**config.mk**
```make
export PLATFORM = sky130hd
export DESIGN_NAME = toy_bus_darb_node_agemtx_param
export DESIGN_NICKNAME = d
export VERILOG_FILES = /design/src/rtl/toy_bus_darb_node_agemtx_param.sv
export SDC_FILE = /design/constraint.sdc
export NUM_CORES = 1
export LEC_CHECK = 0
export BUFFER_PORTS_ARGS = -buffer_cell sky130_fd_sc_hd__buf_2
export CAP_MARGIN = 25
export CORE_AREA = 3 3 592 594
export DETAILED_ROUTE_END_ITERATION = 12
export DIE_AREA = 0 0 595 597
export GPL_TIMING_DRIVEN = 0
export PLACE_DENSITY_LB_ADDON = 0.15
export SYNTH_ARGS = -nofsm -noshare
export SYNTH_HDL_FRONTEND = slang
export SYNTH_SLANG_ARGS = --single-unit
```
**constraint.sdc**
```tcl
create_clock -name clk -period 3.9 [get_ports clk]
set_clock_uncertainty 0.15 [all_clocks]
set_input_delay 0.585 -clock clk [delete_from_list [all_inputs] [get_ports clk]]
set_output_delay 0.585 -clock clk [all_outputs]
set_load 0.05 [all_outputs]
```
**src/rtl/toy_bus_darb_node_agemtx_param.sv**
```systemverilog
// ---------------------------------------------------------------------------
// toy_bus_darb_node_agemtx_param
//
// N-input arbitration node for the toy bus ack network. Merges N_IN
// valid/ready channels into one output using an age matrix that implements
// least-recently-granted arbitration. Optional burst locking (LOCK_EN) keeps
// the grant on one port until a beat with last=1 is accepted. Optional output
// register slice (FORWARD) breaks the output timing path at full throughput.
//
// Ports
//   clk, rst_n        clock, asynchronous active-low reset
//   in_vld/in_rdy     per-channel handshake (N_IN bits each)
//   in_opcode/in_last per-channel 1-bit fields
//   in_data           N_IN*DATA_W, channel i at [i*DATA_W +: DATA_W]
//   in_sideband       N_IN*SB_W, packed the same way
//   in_src_id/tgt_id  N_IN*ID_W, packed the same way
//   out_vld/out_rdy   output handshake
//   out_*             selected payload
// ---------------------------------------------------------------------------
module toy_bus_darb_node_agemtx_param #(
  parameter int N_IN    = 4,
  parameter int DATA_W  = 256,
  parameter int SB_W    = 32,
  parameter int ID_W    = 4,
  parameter int LOCK_EN = 1,
  parameter int FORWARD = 0
) (
  input  logic                     clk,
  input  logic                     rst_n,
  input  logic [N_IN-1:0]          in_vld,
  output logic [N_IN-1:0]          in_rdy,
  input  logic [N_IN-1:0]          in_opcode,
  input  logic [N_IN-1:0]          in_last,
  input  logic [N_IN*DATA_W-1:0]   in_data,
  input  logic [N_IN*SB_W-1:0]     in_sideband,
  input  logic [N_IN*ID_W-1:0]     in_src_id,
  input  logic [N_IN*ID_W-1:0]     in_tgt_id,
  output logic                     out_vld,
  input  logic                     out_rdy,
  output logic                     out_opcode,
  output logic                     out_last,
  output logic [DATA_W-1:0]        out_data,
  output logic [SB_W-1:0]          out_sideband,
  output logic [ID_W-1:0]          out_src_id,
  output logic [ID_W-1:0]          out_tgt_id
);

  typedef enum logic {ST_IDLE, ST_LOCKED} lock_state_e;

  logic [N_IN-1:0] w_age [N_IN];  // w_age[i][j]=1: j is older, i yields to j
  logic [N_IN-1:0] w_sel;
  logic [N_IN-1:0] w_grant;
  logic [N_IN-1:0] w_acc;         // accepted beat this cycle (at most one bit)
  logic [N_IN-1:0] w_fire;        // accepted beat that ends a grant

  assign w_acc  = in_vld & in_rdy;
  assign w_fire = (LOCK_EN != 0) ? (w_acc & in_last) : w_acc;

  // Age matrix: only off-diagonal bits get a flop. A finishing channel g sets
  // its own row (everyone is older than g) and clears its column.
  for (genvar gi = 0; gi < N_IN; gi++) begin : g_row
    for (genvar gj = 0; gj < N_IN; gj++) begin : g_col
      if (gi == gj) begin : g_diag
        assign w_age[gi][gj] = 1'b0;
      end else begin : g_cell
        logic r_age_bit;
        // NOTE: sequential state uses non-blocking (<=) so every flop samples
        // pre-edge values regardless of evaluation order.
        always_ff @(posedge clk or negedge rst_n) begin
          if (!rst_n)            r_age_bit <= (gj < gi);
          else if (w_fire[gi])   r_age_bit <= 1'b1;
          else if (w_fire[gj])   r_age_bit <= 1'b0;
        end
        assign w_age[gi][gj] = r_age_bit;
      end
    end
  end

  always_comb begin
    for (int i = 0; i < N_IN; i++) begin
      w_sel[i] = in_vld[i] & ~|(w_age[i] & in_vld);
    end
  end

  // Burst lock FSM
  lock_state_e     r_state, w_state_nxt;
  logic [N_IN-1:0] r_lock_port, w_lock_port_nxt;

  always_ff @(posedge clk or negedge rst_n) begin
    if (!rst_n) begin
      r_state     <= ST_IDLE;
      r_lock_port <= '0;
    end else begin
      r_state     <= w_state_nxt;
      r_lock_port <= w_lock_port_nxt;
    end
  end

  always_comb begin
    // NOTE: every always_comb output gets a default first so no path can
    // leave it unassigned and infer a latch.
    w_state_nxt     = r_state;
    w_lock_port_nxt = r_lock_port;
    case (r_state)
      ST_IDLE: begin
        if ((LOCK_EN != 0) && |(w_acc & ~in_last)) begin
          w_state_nxt     = ST_LOCKED;
          w_lock_port_nxt = w_acc;
        end
      end
      ST_LOCKED: begin
        // Only the locked port can be ready, so any accepted last ends it.
        if (|(w_acc & in_last)) w_state_nxt = ST_IDLE;
      end
      default: w_state_nxt = ST_IDLE;
    endcase
  end

  assign w_grant = (r_state == ST_LOCKED) ? r_lock_port : w_sel;

  // AND-OR payload mux on the one-hot grant
  logic              w_vld;
  logic              w_opcode, w_last;
  logic [DATA_W-1:0] w_data;
  logic [SB_W-1:0]   w_sb;
  logic [ID_W-1:0]   w_src, w_tgt;

  assign w_vld = |(in_vld & w_grant);

  always_comb begin
    w_opcode = 1'b0;
    w_last   = 1'b0;
    w_data   = '0;
    w_sb     = '0;
    w_src    = '0;
    w_tgt    = '0;
    for (int i = 0; i < N_IN; i++) begin
      if (w_grant[i]) begin
        w_opcode = w_opcode | in_opcode[i];
        w_last   = w_last   | in_last[i];
        w_data   = w_data   | in_data[i*DATA_W +: DATA_W];
        w_sb     = w_sb     | in_sideband[i*SB_W +: SB_W];
        w_src    = w_src    | in_src_id[i*ID_W +: ID_W];
        w_tgt    = w_tgt    | in_tgt_id[i*ID_W +: ID_W];
      end
    end
  end

  if (FORWARD != 0) begin : g_fwd
    logic              r_vld;
    logic              r_opcode, r_last;
    logic [DATA_W-1:0] r_data;
    logic [SB_W-1:0]   r_sb;
    logic [ID_W-1:0]   r_src, r_tgt;

    // Load whenever the slot is empty or draining this cycle.
    assign in_rdy = w_grant & {N_IN{~r_vld | out_rdy}};

    always_ff @(posedge clk or negedge rst_n) begin
      if (!rst_n) begin
        // NOTE: payload registers are reset too, because out_* must read
        // zero after reset rather than whatever the slice last held.
        r_vld    <= 1'b0;
        r_opcode <= 1'b0;
        r_last   <= 1'b0;
        r_data   <= '0;
        r_sb     <= '0;
        r_src    <= '0;
        r_tgt    <= '0;
      end else if (|w_acc) begin
        r_vld    <= 1'b1;
        r_opcode <= w_opcode;
        r_last   <= w_last;
        r_data   <= w_data;
        r_sb     <= w_sb;
        r_src    <= w_src;
        r_tgt    <= w_tgt;
      end else if (out_rdy) begin
        r_vld    <= 1'b0;
      end
    end

    assign out_vld      = r_vld;
    assign out_opcode   = r_opcode;
    assign out_last     = r_last;
    assign out_data     = r_data;
    assign out_sideband = r_sb;
    assign out_src_id   = r_src;
    assign out_tgt_id   = r_tgt;
  end else begin : g_comb
    assign in_rdy       = w_grant & {N_IN{out_rdy}};
    assign out_vld      = w_vld;
    assign out_opcode   = w_opcode;
    assign out_last     = w_last;
    assign out_data     = w_data;
    assign out_sideband = w_sb;
    assign out_src_id   = w_src;
    assign out_tgt_id   = w_tgt;
  end

endmodule
```
# Word level (Yosys, flattened, before mapping)
# Cells that the tools add are included.
classes:
  muxes: 44
  bitwise: 33
  reduce_logical: 18
ops:
  columns: ["cell", "n"]
  rows:
  - ["$mux W256", 4]
  - ["$or A256 B256 Y256", 3]
  - ["$mux W32", 4]
  - ["$or A32 B32 Y32", 3]
  - ["$mux W4", 9]
  - ["$and A4 B4 Y4", 8]
  - ["$reduce_or A4 Y1", 7]
  - ["$mux W1", 26]
  - ["$or A4 B4 Y4", 6]
  - ["$reduce_bool A2 Y1", 6]
  - ["$or A1 B1 Y1", 6]
  - ["$and A1 B1 Y1", 4]
  - ["$and A3 B4 Y4", 1]
  - ["$logic_not A1 Y1", 4]
  - ["$not A4 Y4", 1]
  - ["$pmux W1 S2", 1]
  - ["$reduce_and A2 Y1", 1]
  - ["$not A1 Y1", 1]
totals:
  ff_bits: 17
  input_bits: 1199
  out_inout_bits: 303
  elab_cells: 109

# Longest topological paths before layout
depth:
  depth_word: 12
  ltp_mapped: 8

# Worst setup path after synthesis
# No wires, ideal clock.
synth_timing:
  path_type: "in2out"
  from: "input in_vld[1]"
  to: "output out_data[188]"
  arrival_ps: 2051
  path_slack_ps: 1114
  stages: 7
  n_path_buf: 3
  path_cell_list: "a22oi_1 -> a41o_1 -> buf_2 -> clkbuf_1 -> buf_1 -> a222oi_1 -> nand2_1"
synth_between:
  elab_chain_len: 12
  word_cells_on_any_way: 24
  cone_classes: "mux (5); bitwise (11); reduce/logical (8)"
synth_lines:
  columns: ["item", "line_no", "text"]
  rows:
  - ["start, declared", "30", "input logic [N_IN-1:0] in_vld,"]
  - ["$and A4 B4 Y4", "81", "w_sel[i] = in_vld[i] & ~|(w_age[i] & in_vld);"]
  - ["$reduce_or A4 Y1", "81", null]
  - ["$logic_not A1 Y1", "81", null]
  - ["$and A1 B1 Y1", "81", null]
  - ["$mux W4 *", "119", "assign w_grant = (r_state == ST_LOCKED) ? r_lock_port : w_sel;"]
  - ["$mux W256", "138", "if (w_grant[i]) begin"]
  - ["$or A256 B256 Y256", "141", "w_data = w_data | in_data[i*DATA_W +: DATA_W];"]
  - ["$mux W256", "138", null]
  - ["$or A256 B256 Y256", "141", null]
  - ["$mux W256", "138", null]
  - ["$or A256 B256 Y256", "141", null]
  - ["$mux W256 *", "138", null]
  - ["end, declared", "42", "output logic [DATA_W-1:0] out_data,"]
# Every way passes the cells marked *; elsewhere a longest branch is shown, timed or not.

# Worst setup path after layout
layout_timing:
  from: "register r_state"
  to: "output out_data[199]"
layout_between:
  elab_chain_len: 8
layout_lines:
  columns: ["item", "line_no", "text"]
  rows:
  - ["start, declared", "86", "lock_state_e r_state, w_state_nxt;"]
  - ["start signal, assigned", "94", "r_state <= w_state_nxt;"]
  - ["$mux W4 *", "119", null]
  - ["$mux W256", "138", null]
  - ["$or A256 B256 Y256", "141", null]
  - ["$mux W256", "138", null]
  - ["$or A256 B256 Y256", "141", null]
  - ["$mux W256", "138", null]
  - ["$or A256 B256 Y256", "141", null]
  - ["$mux W256 *", "138", null]
# Marked as above.

==> results.py <==
metrics = {
    "status": {
        "outcome": "finished, violations left",
        "violations": "setup timing",
    },
    "sta": {
        "tns_ns": -0.2191,
        "setup_violations": 5,
        "max_freq_mhz": 251.6,
        "rsz0062_at_grt": "yes",
        "layout_setup_ws_ns": -0.07412,
        "fin_crit_sh_pct": 101.9,
        "slew-limit-headroom_pct": 4.314,
        "tightest_slew_ns": 1.435,
        "period_needed_ns": 3.974,
        "finalHoldViolCount": 0,
        "slew_violations": 0,
    },
    "route": {
        "drt_wl_total_um": 278900,
        "drc": 0,
        "wl_per_cell_um": 37.83,
        "detail_route.vias_per_cell": 2.668,
        "ant_nets": 0,
        "via_count": 19670,
        "drt_iter0_drc": 2529,
        "first_pass_iters": 9,
    },
    "power_and_ir_drop": {
        "ir_worst_vdd_mv": 0.3770,
        "p_per_area_nw_per_um2": 1088,
        "p_leak_nw": 9.971,
    },
    "clock_tree": {
        "clockBufferDepth": 2,
        "cts_hold_buf": 0,
        "tritoncts": "built",
        "htreeDepth": 1,
        "cts_sinks": 17,
        "cts_buffers": 3,
        "cts.reportedPaths.clkPinSlew_ns": 0.06,
        "cts_root_buf": "clkbuf_16",
        "clk_latency_ns": 0.25,
    },
    "grt": {
        "grt_pass1_wl_um": 320000,
        "grt_start_max_net_pins": 18,
        "overflow": 0,
        "grt_usage_pct": 14.94,
        "antenna_found_initial": 380,
        "grt_pass1_vias": 18580,
    },
    "cells_and_area": {
        "fin_cells": 7372,
        "syn2layout_area_growth_pct": 221.9,
        "layout_common_cells": "buf_2, nand2_1, a222oi_1, buf_4, clkbuf_2",
        "drive_gt1_share_pct": 62.66,
        "post-route-cell-area_um2": 21400,
        "nets": 3873,
        "n_fill_cell": 41400,
        "final_common_cell": "buf_2",
    },
    "critical_path": {
        "critPathLaunchType": "register",
        "endpoint_kind": "output pin",
        "critPathMaxFanout": 10,
        "critPathArrivalTime_ns": 3.24,
        "path_class": "register to output pin",
        "crit_required_ns": 3.16,
    },
    "placed_design": {
        "preCtsSetupSlack_ns": -1.287,
        "routabilityCongestion": 0.9842,
        "dp_hpwl_um": 265000,
        "port_buffers": 1501,
        "dp.cells": 7220,
        "dpl_cell_area_um2": 20210,
    },
    "synth": {
        "yosysTopAreaCell": "a222oi_1",
        "synth_seq_cells": 17,
        "yosys_most_used_dff": "dfrtp_1",
        "synthTopCellsByArea": "a222oi_1, nand2_1, clkbuf_1, dfrtp_1, dfstp_2",
        "synth_compound_area_share_pct": 47.09,
        "syn-instance-count": 1119,
        "yosys_warnings": 0,
        "yosysTopAreaCellShare_pct": 45.02,
        "synth.avg_cell_area_um2": 5.941,
        "ys_async_sr_fraction_pct": 100.0,
        "synth_fa_ha_area_share_pct": 0,
        "synth_cell_type_count": 28,
        "synth_edf_count": 0,
        "synth_top_family_by_area": "compound AO/OA/AOI/OAI gates",
        "syn_area_um2": 6648,
        "yosysSeqAreaShare_pct": 6.512,
        "syn-num-nets": 2318,
        "synth-xor-area-share_pct": 0,
        "synthSimpleGateAreaFrac_pct": 37.36,
        "yosys-mux-area-fraction_pct": 0.6776,
    },
    "worst_hold_path": {
        "hp-class": "primary input to async pin",
    },
    "run": {
        "cap_viol_max_count": 0,
    },
    "floorplanning": {
        "start_util_pct": 1.923,
        "rows": 216,
        "core-area_um2": 345700,
        "fp.dieH_um": 597,
        "dieArea_um2": 355200,
        "io_pins": 1502,
        "chipWidth_um": 595,
    },
}
-- registers in the layout (all words and copies together), names as in the netlist --
register / flops
r_state: 1
g_row.g_col.g_cell.r_age_bit: 12
r_lock_port: 4
-- report_power, final --
group | internal [mW] | total [mW] | switching [mW] | leakage [nW]
Clock | 0.139 | 0.212 | 0.0728 | 0.0389
Combinational | 4.61 | 22.7 | 18.1 | 9.73
Sequential | 0.281 | 0.331 | 0.0510 | 0.202
-- layout make-up --
type	count	area, um^2	share of cell area [%]
Inverter	2	7.507	0.03509
Tap cell	4578	5728	26.77
Clock buffer	4	78.83	0.3684
Timing Repair Buffer	1554	8289	38.74
Multi-Input combinational cell	965	5697	26.62
Buffer	131	860.8	4.023
Antenna cell	121	302.8	1.415
Sequential cell	17	432.9	2.023
-- per-stage QoR --
stage / util [%] / hold slack, ns / power, mW
final: 6.190 / 0.1317 / 23.27
after CTS: 6.098 / 0.1445 / 24.24
after floorplan: - / 0.1394 / 12.06
after detailed placement: 5.847 / 0.3007 / 23.18
after global routing: 6.144 / 0.1590 / 24.39
after global placement: 5.754 / 0.2982 / 22.95
-- cell families after synthesis --
logic type / after synthesis
buffers and inverters: 137
DFF: 17
and+or+nand+nor: 646
muxes: 4
AOI/OAI and AO/OA: 315
-- worst paths after layout --
kind / end / cells past startpoint / slack [ns] / startpoint
setup reg to reg: r_lock_port[1] / 7 / 1.57 / r_state
setup / recovery: out_data[199] / 10 / -0.07 / r_state
max in group asynchronous: g_row[2].g_col[1].g_cell.r_age_bit / 1 / 3.13 / rst_n
hold / removal: g_row[0].g_col[3].g_cell.r_age_bit / 1 / 0.13 / rst_n
hold reg to reg: g_row[1].g_col[0].g_cell.r_age_bit / 2 / 0.31 / g_row[1].g_col[0].g_cell.r_age_bit
min in group clk: g_row[1].g_col[0].g_cell.r_age_bit / 2 / 0.31 / g_row[1].g_col[0].g_cell.r_age_bit
-- metal layers --
metal / part of all wire, % / wire length (um) / vias up / track usage [%]
met5: 0.56 / 1552 / - / 0
met4: 2.6 / 7352 / 234 / 2.631
met3: 15 / 40650 / 622 / 9.224
met2: 44 / 122900 / 1779 / 23.95
met1: 38 / 106400 / 9290 / 16.92
li1: - / - / 7746 / -
-- critical path: stages (launching register included) --
cell	delay, ns
dfrtp_1	0.39
buf_6	0.14
and2_4	0.13
a41o_1	0.20
buf_6	0.13
clkbuf_4	0.20
buf_12	0.18
clkbuf_4	0.21
a222oi_1	0.97
nand2_1	0.19
buf_6	0.21
-- cell usage after synthesis (4+ instances only) --
cell	n
a222oi_1	299
a22oi_1	4
buf_2	30
nand2_1	626
dfstp_2	6
nand4_1	4
clkbuf_1	95
and2_1	9
mux2_2	4
buf_1	9
dfrtp_1	11
-- what timing repair did --
action | 4_1_cts | 5_1_grt
setup endpoints to repair | 302 | 34
pin swaps | 23 | 10
gates cloned | 0 | 1
resized for setup | 157 | 30
buffers inserted | 29 | 1
(Power assumes the default switching activity.)
